[src/rtl/pipeline_hazard_ctrl_pkg.sv]
// Shared types for the pipeline hazard controller: forwarding select codes
// and the shadow-stage record mirroring one pipeline register's control bits.
package pipeline_hazard_ctrl_pkg;

    typedef enum logic [1:0] {
        FWD_NONE  = 2'b00,
        FWD_MEMWB = 2'b01,
        FWD_EXMEM = 2'b10
    } fwd_path_t;

    typedef struct packed {
        logic       valid;
        logic [4:0] rs;
        logic [4:0] rt;
        logic [4:0] dst;
        logic       reg_write;
        logic       mem_read;
    } shadow_stage_t;

    localparam int SHADOW_W = $bits(shadow_stage_t);
    localparam shadow_stage_t SHADOW_BUBBLE = '0;

    // True when the stage will write a non-zero register matching src.
    function automatic logic stage_supplies(input logic [4:0] src, input shadow_stage_t st);
        return st.valid && st.reg_write && (st.dst != 5'd0) && (st.dst == src);
    endfunction

    // The younger result (MEM) wins over the older one (WB).
    function automatic fwd_path_t fwd_select(input logic [4:0] src,
                                             input shadow_stage_t mem,
                                             input shadow_stage_t wb);
        fwd_path_t sel;
        sel = FWD_NONE;
        if (stage_supplies(src, mem)) begin
            sel = FWD_EXMEM;
        end else if (stage_supplies(src, wb)) begin
            sel = FWD_MEMWB;
        end
        return sel;
    endfunction

endpackage

[src/rtl/pipeline_hazard_ctrl_shadow_stage.sv]
// One registered shadow stage {valid, rs, rt, dst, regWrite, memRead};
// a synchronous clear loads a bubble instead of the incoming record.
module hazard_shadow_stage
    import pipeline_hazard_ctrl_pkg::*;
(
    input  logic                clk,
    input  logic                rst,
    input  logic                clear_i,
    input  logic [SHADOW_W-1:0] stage_i,
    output logic [SHADOW_W-1:0] stage_o
);

    shadow_stage_t stage_q;
    shadow_stage_t stage_d;

    always_comb begin
        stage_d = shadow_stage_t'(stage_i);
        if (clear_i) begin
            stage_d = SHADOW_BUBBLE;
        end
    end

    always_ff @(posedge clk) begin
        if (rst) begin
            stage_q <= SHADOW_BUBBLE;
        end else begin
            stage_q <= stage_d;
        end
    end

    assign stage_o = stage_q;

endmodule

[src/rtl/pipeline_hazard_ctrl.sv]
// Hazard controller for the 5-stage pipeline: load-use stalls, taken-branch
// flushes, EX-stage forwarding selects and saturating perf counters.
module pipeline_hazard_ctrl
    import pipeline_hazard_ctrl_pkg::*;
#(
    parameter int CNT_WIDTH = 16
) (
    input  logic                 clk,
    input  logic                 rst,
    input  logic                 idValid,
    input  logic [4:0]           idRs,
    input  logic [4:0]           idRt,
    input  logic [4:0]           idDst,
    input  logic                 idUsesRs,
    input  logic                 idUsesRt,
    input  logic                 idRegWrite,
    input  logic                 idMemRead,
    input  logic                 exBranchTaken,
    output logic                 pcWrite,
    output logic                 ifidWrite,
    output logic                 ifidFlush,
    output logic                 idexFlush,
    output logic [1:0]           fwdA,
    output logic [1:0]           fwdB,
    output logic [CNT_WIDTH-1:0] stallCount,
    output logic [CNT_WIDTH-1:0] flushCount
);

    shadow_stage_t id_rec;
    shadow_stage_t ex_rec;
    shadow_stage_t mem_rec;
    shadow_stage_t wb_rec;
    logic [SHADOW_W-1:0] ex_bits;
    logic [SHADOW_W-1:0] mem_bits;
    logic [SHADOW_W-1:0] wb_bits;

    logic load_use;
    logic stall_event;
    logic flush_event;
    logic ex_clear;

    logic [CNT_WIDTH-1:0] stall_cnt_q, stall_cnt_d;
    logic [CNT_WIDTH-1:0] flush_cnt_q, flush_cnt_d;

    always_comb begin
        id_rec           = SHADOW_BUBBLE;
        id_rec.valid     = 1'b1;
        id_rec.rs        = idRs;
        id_rec.rt        = idRt;
        id_rec.dst       = idDst;
        id_rec.reg_write = idRegWrite;
        id_rec.mem_read  = idMemRead;
    end

    // EX takes the decoded instruction unless it is absent or being squashed.
    assign ex_clear = !idValid || idexFlush;

    hazard_shadow_stage u_ex_stage (
        .clk     (clk),
        .rst     (rst),
        .clear_i (ex_clear),
        .stage_i (id_rec),
        .stage_o (ex_bits)
    );

    hazard_shadow_stage u_mem_stage (
        .clk     (clk),
        .rst     (rst),
        .clear_i (1'b0),
        .stage_i (ex_bits),
        .stage_o (mem_bits)
    );

    hazard_shadow_stage u_wb_stage (
        .clk     (clk),
        .rst     (rst),
        .clear_i (1'b0),
        .stage_i (mem_bits),
        .stage_o (wb_bits)
    );

    assign ex_rec  = shadow_stage_t'(ex_bits);
    assign mem_rec = shadow_stage_t'(mem_bits);
    assign wb_rec  = shadow_stage_t'(wb_bits);

    always_comb begin
        load_use = 1'b0;
        if (idValid && ex_rec.valid && ex_rec.mem_read && ex_rec.reg_write &&
            (ex_rec.dst != 5'd0)) begin
            load_use = (idUsesRs && (idRs == ex_rec.dst)) ||
                       (idUsesRt && (idRt == ex_rec.dst));
        end
    end

    // A taken branch squashes the ID instruction, so it overrides any stall.
    always_comb begin
        pcWrite     = 1'b1;
        ifidWrite   = 1'b1;
        ifidFlush   = 1'b0;
        idexFlush   = 1'b0;
        stall_event = 1'b0;
        flush_event = 1'b0;
        if (exBranchTaken) begin
            ifidFlush   = 1'b1;
            idexFlush   = 1'b1;
            flush_event = 1'b1;
        end else if (load_use) begin
            pcWrite     = 1'b0;
            ifidWrite   = 1'b0;
            idexFlush   = 1'b1;
            stall_event = 1'b1;
        end
    end

    assign fwdA = fwd_select(ex_rec.rs, mem_rec, wb_rec);
    assign fwdB = fwd_select(ex_rec.rt, mem_rec, wb_rec);

    always_comb begin
        stall_cnt_d = stall_cnt_q;
        flush_cnt_d = flush_cnt_q;
        if (stall_event && (stall_cnt_q != {CNT_WIDTH{1'b1}})) begin
            stall_cnt_d = stall_cnt_q + 1'b1;
        end
        if (flush_event && (flush_cnt_q != {CNT_WIDTH{1'b1}})) begin
            flush_cnt_d = flush_cnt_q + 1'b1;
        end
    end

    always_ff @(posedge clk) begin
        if (rst) begin
            stall_cnt_q <= '0;
            flush_cnt_q <= '0;
        end else begin
            stall_cnt_q <= stall_cnt_d;
            flush_cnt_q <= flush_cnt_d;
        end
    end

    assign stallCount = stall_cnt_q;
    assign flushCount = flush_cnt_q;

endmodule
[config.mk]
export PLATFORM = sky130hd
export DESIGN_NAME = pipeline_hazard_ctrl
export DESIGN_NICKNAME = d
export VERILOG_FILES = /design/src/rtl/pipeline_hazard_ctrl_pkg.sv /design/src/rtl/pipeline_hazard_ctrl_shadow_stage.sv /design/src/rtl/pipeline_hazard_ctrl.sv
export SDC_FILE = /design/constraint.sdc
export NUM_CORES = 1
export LEC_CHECK = 0
export ABC_AREA = 1
export CAP_MARGIN = 20
export CORE_ASPECT_RATIO = 1.5
export CORE_UTILIZATION = 59
export DETAILED_ROUTE_END_ITERATION = 6
export PLACE_DENSITY = 0.95
export REMOVE_ABC_BUFFERS = 1
export SYNTH_ARGS = -nofsm -noshare
export SYNTH_HDL_FRONTEND = slang
export SYNTH_HIERARCHICAL = 1
export SYNTH_SLANG_ARGS = --single-unit
[constraint.sdc]
create_clock -name clk -period 4 [get_ports clk]
set_clock_uncertainty 0.2 [all_clocks]
set_input_delay 0.8 -clock clk [delete_from_list [all_inputs] [get_ports clk]]
set_output_delay 0.8 -clock clk [all_outputs]
set_load 0.02 [all_outputs]
# Yosys cells after proc, flatten, opt, wreduce, memory -nomap -nowiden
# Cells that the tools add are included.
[op_classes] n_mux=12 reduce_logical=23 n_eq_ne=8 add_sub_neg=2
[op_table] op="$add A16 B1 Y16 const B" n=2
[op_table] op="$ne A16 B16 Y1 const B" n=2
[op_table] op="$eq A5 B5 Y1" n=6
[op_table] op="$mux W18" n=1
[op_table] op="$logic_and A1 B1 Y1" n=16
[op_table] op="$reduce_bool A5 Y1" n=3
[op_table] op="$mux W1" n=9
[op_table] op="$mux W2" n=2
[op_table] op="$logic_or A1 B1 Y1" n=2
[op_table] op="$reduce_or A2 Y1" n=1
[op_table] op="$logic_not A1 Y1" n=1
[word_totals] wordCells=59 out_inout_bits=40 reg_bits=64

# Depth between registers and ports, before layout
# Gate-level depths: netlist (run 1).
[logic_depth] depth_word=9 depth_mapped=13

# Modules after synthesis
# The synthesis (run 1) kept the hierarchy.
[by_module_without_submodules] mod="pipeline_hazard_ctrl" seq_area_each_um2=640.6 n_inst=1 area_per_inst_um2=2333.5 cells_per_inst=377
[by_module_without_submodules] mod="hazard_shadow_stage" seq_area_each_um2=360.3 n_inst=3 area_per_inst_um2=574.3 cells_per_inst=58

# Worst setup path before layout (run 1)
# Ideal clock, no wire load.
[synth_path] kind="register to output" start="reg u_mem_stage.stage_q, in the netlist u_mem_stage/stage_o[2]" end="out fwdB[0]" arrival_time_ns=1.614 setup_slack_ns=1.386 stages_incl_launch_ff=5 cell_sequence="dfxtp_1 > xnor2_1 > nand3_1 > nor4_1 > nor3_1"
[synth_via] elab_chain_len=4 word_cells_on_any_way=5 cone_classes="eq/ne: 1; mux: 1; reduce/logical: 3"
[synth_rtl] item="start: declaration" line_no="pipeline_hazard_ctrl_shadow_stage.sv:13" text="shadow_stage_t stage_q;"
[synth_rtl] item="start signal: assignment" line_no="pipeline_hazard_ctrl_shadow_stage.sv:27" text="stage_q <= stage_d;"
[synth_rtl] item="$reduce_bool A5 Y1" line_no="pipeline_hazard_ctrl_pkg.sv:25" text="return st.valid && st.reg_write && (st.dst != 5'd0) && (st.dst == src);"
[synth_rtl] item="$logic_and A1 B1 Y1" line_no="pipeline_hazard_ctrl_pkg.sv:25"
[synth_rtl] item="$logic_and A1 B1 Y1 (*)" line_no="pipeline_hazard_ctrl_pkg.sv:25"
[synth_rtl] item="$mux W2 (*)" line_no="pipeline_hazard_ctrl_pkg.sv:34" text="if (stage_supplies(src, mem)) begin"
[synth_rtl] item="end: declaration" line_no="pipeline_hazard_ctrl.sv:24" text="output logic [1:0] fwdB,"
# Every way passes the cells marked *; elsewhere a longest branch is shown, timed or not.

# Final worst setup path (run 1)
[layout_path] start="in idRt[1]" end="out idexFlush"
[layout_via] elab_chain_len=6
[layout_rtl] item="start: declaration" line_no="pipeline_hazard_ctrl.sv:12" text="input logic [4:0] idRt,"
[layout_rtl] item="$eq A5 B5 Y1" line_no="pipeline_hazard_ctrl.sv:91" text="(idUsesRt && (idRt == ex_rec.dst));"
[layout_rtl] item="$logic_and A1 B1 Y1" line_no="pipeline_hazard_ctrl.sv:91"
[layout_rtl] item="$logic_or A1 B1 Y1" line_no="pipeline_hazard_ctrl.sv:90" text="load_use = (idUsesRs && (idRs == ex_rec.dst)) ||"
[layout_rtl] item="$mux W1" line_no="pipeline_hazard_ctrl.sv:88" text="if (idValid && ex_rec.valid && ex_rec.mem_read && ex_rec.reg_write &&"
[layout_rtl] item="$mux W1" line_no="pipeline_hazard_ctrl.sv:107" text="end else if (load_use) begin"
[layout_rtl] item="$mux W1" line_no="pipeline_hazard_ctrl.sv:103" text="if (exBranchTaken) begin"
[layout_rtl] item="end: declaration" line_no="pipeline_hazard_ctrl.sv:22" text="output logic idexFlush,"
# Every way passes these cells.

==> flow_metrics.env, run 1 <==
export IMPL_cts_tree="done"
export IMPL_hold_viol=0
export IMPL_hpwlAfterDp_um=5946
export IMPL_cpMostUsedCell="nand2_1"
export IMPL_status="finished, final reports clean"
export IMPL_insertion_delay_ps=330
export IMPL_synth_warning_count=6
export IMPL_start_kind="input pin"
export IMPL_cp_max_fo=6
export IMPL_max_stage_delay_ps=620
export IMPL_grtUsageTotal_pct=28.61
export IMPL_dr_pass1_iters=4
export IMPL_vias=3181
export IMPL_drcViolationCount=0
export IMPL_syn2layout_area_growth_pct=23.63
export IMPL_core_um2=5533
export IMPL_die_area_um2=6113
export IMPL_cap_violations=0
export IMPL_netlist_area_um2=3421
export IMPL_min_period_ps=3719
export IMPL_syn_avg_cell_area_um2=7.053
export IMPL_leakagePower_nw=1.828
export IMPL_cp_arrival_ps=2720
export IMPL_cts_clk_slew_worst_paths_ps=70
export IMPL_drive_above_1_share_pct=11.19
export IMPL_overflow=0
export IMPL_critPathCaptureType="primary output"
export IMPL_gp_congestion=0.8830
export IMPL_htreeDepth=3
export IMPL_dieWidth_um=64.17
export IMPL_final_antenna_net_count=0
export IMPL_routed_wl_um=7952
export IMPL_hold_path_class="reg -> reg"
export IMPL_rows=33
export IMPL_grt_max_degree=27
export IMPL_syn_inst=485
export IMPL_root_buffer="clkbuf_8"
export IMPL_total_power_mw=1.324
export IMPL_hold_slack_ps=230.5
export IMPL_grt_pass1_vias=3069
export IMPL_crit_chain="clkdlybuf4s50_1, inv_1, nand2_1, nand2_1, nor2_1, nand3_1, nand2_4, nand2_1, nand2_1, clkdlybuf4s50_1"
export IMPL_crit_required_ps=3000
export IMPL_n_antenna_cell=0
export IMPL_cts_made_buffers=9
export IMPL_max_freq_mhz=268.9
export IMPL_tightest_slew_ps=798.9
export IMPL_wl_per_cell_um=12.74
export IMPL_clock_sinks=64
export IMPL_cts_resized=0
export IMPL_drt_iter0_markers=117
export IMPL_io_pins=63
export IMPL_cp_slowest_cell="clkdlybuf4s50_1"
export IMPL_final_nets=575
export IMPL_fillers=395
export IMPL_ir_drop_uv=279.4
export IMPL_cts_setup_buffers=0
export IMPL_die_h_um=95.26
export IMPL_critPathKind="in -> out"
export IMPL_cts_buffer_depth=2
export IMPL_final_setup_tns_ps=0
export IMPL_pwr_density_cell_nw_per_um2=313.1
export IMPL_antenna_found_initial=0
export IMPL_hold_buffers=0
export IMPL_relSlewSlack_pct=46.68
export IMPL_rsz0062_at_grt="no"
export IMPL_drv_slew=0
export IMPL_setup_viol_count_final=0
export IMPL_grt_pass1_wl_um=13390
export IMPL_route_detailed_vias_per_inst=5.098
export IMPL_initial_core_util_pct=61.83
export IMPL_period_share_pct=92.97
export IMPL_port_buffers=62
## metrics by stage
stage | util (%) | instance area, µm² | worst slack, ps | cells
CTS | 76.44 | 4229 | 294.9 | 624
global route | 76.44 | 4229 | 186.5 | 624
floorplan | - | 3314 | 1386 | 477
finish | 76.44 | 4229 | 281.4 | 624
detailed placement | 72.70 | 4023 | 335.4 | 609
global placement | 72.70 | 4023 | 368.8 | 609
## routing by layer
layer	track usage [%]	up-vias	share of wire (%)
met1	29.08	1467	37
met3	6.699	29	4.3
li1	-	1590	-
met4	15.93	0	4.1
met5	0	-	0
met2	53.19	95	54
## sequential cells by signal (all words and copies together), names as in the netlist
signal,count
u_wb_stage/stage_o,7
u_ex_stage/stage_o,18
stallCount,16
flushCount,16
u_mem_stage/stage_o,7
## critical path: cells and delay by family
| family | cells | cell delay [ps] |
|---|---|---|
| buffers and inverters | 3 | 1180 |
| AND/OR/NAND/NOR | 7 | 730 |
## report_power, final
part	switching (mW)	internal [mW]	total (mW)
Combinational	0.0591	0.0448	0.104
Clock	0.232	0.336	0.567
Sequential	0.00781	0.645	0.653
## worst paths after layout
check,from,cells after the start,slack (ps),endpoint
hold reg to reg,u_ex_stage/stage_o[17],2,230,u_mem_stage/stage_o[17]
setup reg to reg,flushCount[0],11,1890,flushCount[15]
hold / removal,u_ex_stage/stage_o[17],2,230,u_mem_stage/stage_o[17]
setup / recovery,idRt[1],10,280,idexFlush
## final cells by class
type,instances,area (µm²),area share (%)
sequential,64,1281,30.30
inverter,88,330.3,7.811
clock buffer,13,168.9,3.994
tap,70,87.58,2.071
multi-input combinational,325,1703,40.27
clock inverter,2,37.54,0.8876
timing repair buffer,62,620.6,14.67
## cell usage in the layout (no fill, tap or decap), drive strengths merged
cell type,n
a21oi,5
a31oi,1
and3,4
bufinv,1
clkbuf,13
clkdlybuf4s50,62
clkinv,1
clkinvlp,1
conb,3
dfxtp,64
ha,2
inv,87
nand2,104
nand3,26
nand3b,2
nand4,8
nor2,116
nor3,11
nor3b,3
nor4,2
o21ai,14
o21bai,2
xnor2,10
xor2,12
(Power assumes the default switching activity.)
==> run 2: changes to the inputs <==
ABC_AREA = not set   (was 1)
CORE_UTILIZATION = 60   (was 59)
DONT_BUFFER_PORTS = 1   (was not set)
PLACE_DENSITY = 0.87   (was 0.95)
==> run 2 against run 1 <==
Against the previous run:
- first-iteration DRC count decreased by 12%
- routed wire length decreased by 13%
- count of clock-buffer cells in the layout decreased by 3
- final area decreased by 20%
- sequential cell count unchanged
- critical endpoint is now fwdA[0]
- total power decreased by 0.95%
- sequential power increased by 0.6%
- highest routed layer unchanged
- clock power increased by 8.1%
- register-to-register slack got worse by 520 ps
- via count decreased by 22%
- area after synthesis decreased by 5.3%
- hold slack improved by 48 ps
==> flow_metrics.env, run 2 <==
export IMPL_cts_made_buffers=9
export IMPL_drt_iter0_markers=103
export IMPL_dieWidth_um=62.01
export IMPL_tightest_slew_ps=1039
export IMPL_wl_per_cell_um=17.46
export IMPL_critPathKind="reg -> out"
export IMPL_max_freq_mhz=303.0
export IMPL_layout_common_cells="64 x dfxtp_1, 23 x xor2_1, 21 x a21oi_1, 18 x xnor2_1, 18 x nor3b_2"
export IMPL_period_share_pct=82.51
export IMPL_dr_pass1_iters=4
export IMPL_grt_max_degree=66
export IMPL_initial_core_util_pct=62.74
export IMPL_largest_reg_flops=18
export IMPL_die_h_um=92.01
export IMPL_relSlewSlack_pct=30.12
export IMPL_fin_ws_ps=699.7
export IMPL_routed_wl_um=6948
export IMPL_status="finished, final reports clean"
export IMPL_die_area_um2=5705
export IMPL_leakagePower_nw=1.164
export IMPL_hold_path_class="reg -> reg"
export IMPL_min_period_ps=3300
export IMPL_grt_pass1_vias=2426
export IMPL_port_buffers=0
export IMPL_syn_inst=334
export IMPL_antenna_found_initial=0
export IMPL_cts_tree="done"
export IMPL_grt_pass1_wl_um=11450
export IMPL_gp_congestion=0.8600
export IMPL_cts_buffer_depth=2
export IMPL_insertion_delay_ps=340
export IMPL_critPathCaptureType="primary output"
export IMPL_clock_sinks=64
export IMPL_cap_violations=0
export IMPL_syn_avg_cell_area_um2=9.702
export IMPL_synth_warning_count=6
export IMPL_cp_max_fo=4
export IMPL_drcViolationCount=0
export IMPL_route_detailed_vias_per_inst=6.261
export IMPL_cts_clk_slew_worst_paths_ps=70
export IMPL_start_kind="flop"
export IMPL_htreeDepth=3
export IMPL_ir_drop_uv=260.8
export IMPL_io_pins=63
export IMPL_drv_slew=0
export IMPL_cts_setup_buffers=0
export IMPL_cp_arrival_ps=2300
export IMPL_drive_above_1_share_pct=12.73
export IMPL_netlist_area_um2=3241
export IMPL_root_buffer="clkbuf_8"
export IMPL_hold_buffers=0
export IMPL_hold_viol=0
export IMPL_rsz0062_at_grt="no"
export IMPL_setup_viol_count_final=0
export IMPL_cts_resized=0
export IMPL_layout_commonest_cell="dfxtp_1"
export IMPL_core_um2=5165
export IMPL_crit_required_ps=3000
export IMPL_pwr_density_cell_nw_per_um2=389.6
export IMPL_n_antenna_cell=0
export IMPL_vias=2492
export IMPL_hold_slack_ps=278.8
export IMPL_rows=32
export IMPL_grtUsageTotal_pct=27.47
export IMPL_final_antenna_net_count=0
export IMPL_final_setup_tns_ps=0
export IMPL_hpwlAfterDp_um=4756
export IMPL_final_nets=350
export IMPL_pre_cts_ws_ps=982.1
export IMPL_overflow=0
export IMPL_total_power_mw=1.312
export IMPL_syn2layout_area_growth_pct=3.900
==> run 2: path summary, 6_finish.rpt <==
kind,startpoint,depth (start not counted),end,slack (ps)
worst max-delay path,u_mem_stage/stage_o[3],5,fwdA[0],700
worst max register to register,u_ex_stage/stage_o[5],6,u_ex_stage/stage_o[1],1370
worst min register to register,u_mem_stage/stage_o[17],1,u_wb_stage/stage_o[17],280
worst min-delay path,u_mem_stage/stage_o[17],1,u_wb_stage/stage_o[17],280
==> run 2: worst max-delay path, cell delays in order (launching register included) <==
cell      delay (ps)
dfxtp_1          410
or4_1            160
o211ai_1         110
nor4_1           910
nor4_1           160
buf_4            210
==> run 2: report_power, final <==
group | switching (mW) | internal (mW) | leakage [nW]
sequential | 0.0120 | 0.645 | 0.517
combinational | 0.0214 | 0.0206 | 0.534
clock | 0.249 | 0.364 | 0.112
total | 0.282 | 1.03 | 1.16
==> run 2: cell type report <==
class	count	area, µm²
multi-input combinational	236	1713
fill	420	1798
sequential	64	1281
tap	68	85.08
inverter	10	37.54
clock buffer	10	137.6
clock inverter	6	82.58
timing repair buffer	4	30.03
==> run 2: layer usage <==
metal  global-route usage, %  vias to the layer above  routed length (µm)  share of wire, %
li1                        -                     1200                   -                 -
met5                       0                        -                   0                 0
met3                   7.475                       20                 421               6.1
met1                   31.48                     1176                2618                38
met4                   15.74                        0                 223               3.2
met2                   43.88                       96                3683                53
==> run 2: through the flow <==
| step | instances | instance area [µm²] | utilization, % |
|---|---|---|---|
| floorplan | 310 | 3024 | - |
| CTS | 397 | 3359 | 65.04 |
| global placement | 381 | 3139 | 60.78 |
| global route | 398 | 3367 | 65.19 |
| finish | 398 | 3367 | 65.19 |
| detailed placement | 381 | 3139 | 60.78 |
==> run 3: changes to the inputs <==
CORE_UTILIZATION = 58   (was 60)
clock period = 2.95 ns   (was 4 ns; I/O delays follow)
==> run 3 against run 2 <==
Against the previous run:
- setup slack got worse by 610 ps
- clock power grew 25%
- hold slack lost 170 ps
- global-route usage is 2.1 points lower
- first-iteration DRC count increased by 1.9%
- non-clock buffer count grew 6
- total power up 31%
- cell count rose by 2.0%
- count of clock-buffer cells in the layout grew 3
- critical path depth decreased by 1
- sequential cell count is the same
==> flow_metrics.env, run 3 (synthesis results as in run 2) <==
export IMPL_status="finished, final reports clean"
export IMPL_cts_clk_slew_worst_paths_ps=70
export IMPL_crit_required_ps=2160
export IMPL_final_antenna_net_count=0
export IMPL_routed_wl_um=7173
export IMPL_drv_slew=0
export IMPL_total_power_mw=1.716
export IMPL_critPathKind="reg -> out"
export IMPL_max_stage_delay_ps=500
export IMPL_n_antenna_cell=0
export IMPL_grtUsageTotal_pct=25.35
export IMPL_rsz0062_at_grt="no"
export IMPL_min_period_ps=2865
export IMPL_cap_violations=0
export IMPL_worstReg2RegEnd="u_ex_stage/stage_o[0]"
export IMPL_crit_chain="xor2_1, nor4_1, a32oi_2, or2_2"
export IMPL_endpoint="ifidWrite"
export IMPL_wl_per_cell_um=17.67
export IMPL_dr_pass1_iters=4
export IMPL_fillers=446
export IMPL_core_um2=5409
export IMPL_critPathCaptureType="primary output"
export IMPL_leakagePower_nw=1.186
export IMPL_hold_path_class="in -> reg"
export IMPL_setup_viol_count_final=0
export IMPL_rows=33
export IMPL_largest_reg_flops=18
export IMPL_start_kind="flop"
export IMPL_hold_viol=0
export IMPL_pwr_density_cell_nw_per_um2=502.7
export IMPL_max_freq_mhz=349.0
export IMPL_port_buffers=0
export IMPL_ir_drop_uv=298.7
export IMPL_overflow=0
export IMPL_initial_core_util_pct=59.91
export IMPL_regToRegSetupSlack_ps=370
export IMPL_period_share_pct=97.12
export IMPL_die_area_um2=5896
export IMPL_htreeDepth=3
export IMPL_syn2layout_area_growth_pct=5.367
export IMPL_vias=2513
export IMPL_layout_commonest_cell="dfxtp_1"
export IMPL_cts_buffer_depth=2
export IMPL_relSlewSlack_pct=57.85
export IMPL_tightest_slew_ps=627.0
export IMPL_critical_path_depth=4
export IMPL_r2r_start="u_ex_stage/stage_o[6]"
export IMPL_dieWidth_um=63.03
export IMPL_io_pins=63
export IMPL_cp_arrival_ps=2080
export IMPL_grt_pass1_wl_um=11360
export IMPL_cp_slowest_cell="or2_2"
export IMPL_cp_num_buf_inv=0
export IMPL_cts_made_buffers=9
export IMPL_drive_above_1_share_pct=14.29
export IMPL_drt_iter0_markers=105
export IMPL_critical_path_top_delay_family="simple AND/OR/NAND/NOR gates"
export IMPL_grt_max_degree=66
export IMPL_startpoint="u_ex_stage/stage_o[5]"
export IMPL_final_setup_tns_ps=0
export IMPL_root_buffer="clkbuf_8"
export IMPL_clock_sinks=64
export IMPL_cts_tree="done"
export IMPL_layout_common_cells="64 x dfxtp_1, 23 x xor2_1, 21 x a21oi_1, 18 x xnor2_1, 18 x nor3b_2"
export IMPL_ff2ff_path_depth=7
export IMPL_gp_congestion=0.9415
export IMPL_drcViolationCount=0
export IMPL_insertion_delay_ps=340
export IMPL_route_detailed_vias_per_inst=6.190
export IMPL_hpwlAfterDp_um=4880
export IMPL_antenna_found_initial=0
export IMPL_die_h_um=93.55
export IMPL_final_nets=356
export IMPL_grt_pass1_vias=2448
export IMPL_cp_max_fo=13
## run 3: changes by cell type in the layout (fill, tap and decap cells not counted)
cell	delta
buf_4	+7
clkbuf_1	+2
nor4_1	-2
bufinv_16	-1
clkbuf_4	-1
clkbuf_8	+1
clkinv_2	-1
clkinvlp_4	-1
nor4_2	+1
nor4_4	+1
## run 3: cell type report
cell class | instances | area (µm²) | area share, %
flip-flops and latches | 64 | 1281 | 37.52
well taps | 70 | 87.58 | 2.565
clock inverters | 3 | 40.04 | 1.173
clock buffers | 13 | 158.9 | 4.654
repair buffers | 10 | 75.07 | 2.199
inverters | 10 | 37.54 | 1.099
multi-input cells | 236 | 1734 | 50.79
## run 3: layer usage
| layer | track usage [%] | routed length, µm | part of all wire [%] | vias to the layer above |
|---|---|---|---|---|
| met2 | 47.58 | 3912 | 55 | 92 |
| met1 | 24.81 | 2681 | 37 | 1190 |
| met5 | 0 | 0 | 0 | - |
| met4 | 12.40 | 132 | 1.8 | 0 |
| met3 | 7.317 | 446 | 6.2 | 13 |
| li1 | - | - | - | 1218 |
## run 3: repair_timing
| item | 4_1_cts | 5_1_grt |
|---|---|---|
| pin swaps | 2 | 1 |
| hold buffers | 0 | 0 |
| setup endpoints to repair | 2 | 2 |
| buffers inserted | 1 | 0 |
| gates resized for setup | 2 | 1 |
## run 3: where the power goes
group,internal [mW],total (mW),leakage [nW],switching (mW)
clock,0.435,0.766,0.103,0.332
combinational,0.0291,0.0593,0.565,0.0302
sequential,0.875,0.891,0.517,0.0163
total,1.34,1.72,1.19,0.378
## run 3: stage by stage
step | hold slack (ps) | worst slack, ps | instances | util (%) | instance area (µm²)
finish | 113.5 | 85.00 | 406 | 63.13 | 3415
CTS | 100.6 | 21.96 | 406 | 62.97 | 3406
global placement | 265.4 | 227.7 | 389 | 58.92 | 3187
global route | 99.96 | 6.629 | 406 | 63.13 | 3415
detailed placement | 268.7 | 178.8 | 389 | 58.92 | 3187
floorplan | 253.1 | -455.3 | 310 | - | 3024
## run 3: worst min path at each step
stage / to / slack [ps] / from / depth (start not counted)
floorplan: u_mem_stage/stage_o[1] / 250 / u_ex_stage/stage_o[1] / 1
finish: stallCount[9] / 110 / rst / 1
global route: flushCount[4] / 100 / rst / 1
CTS: stallCount[6] / 100 / rst / 1
global placement: u_wb_stage/stage_o[1] / 270 / u_mem_stage/stage_o[1] / 1
detailed placement: u_wb_stage/stage_o[17] / 270 / u_mem_stage/stage_o[17] / 1
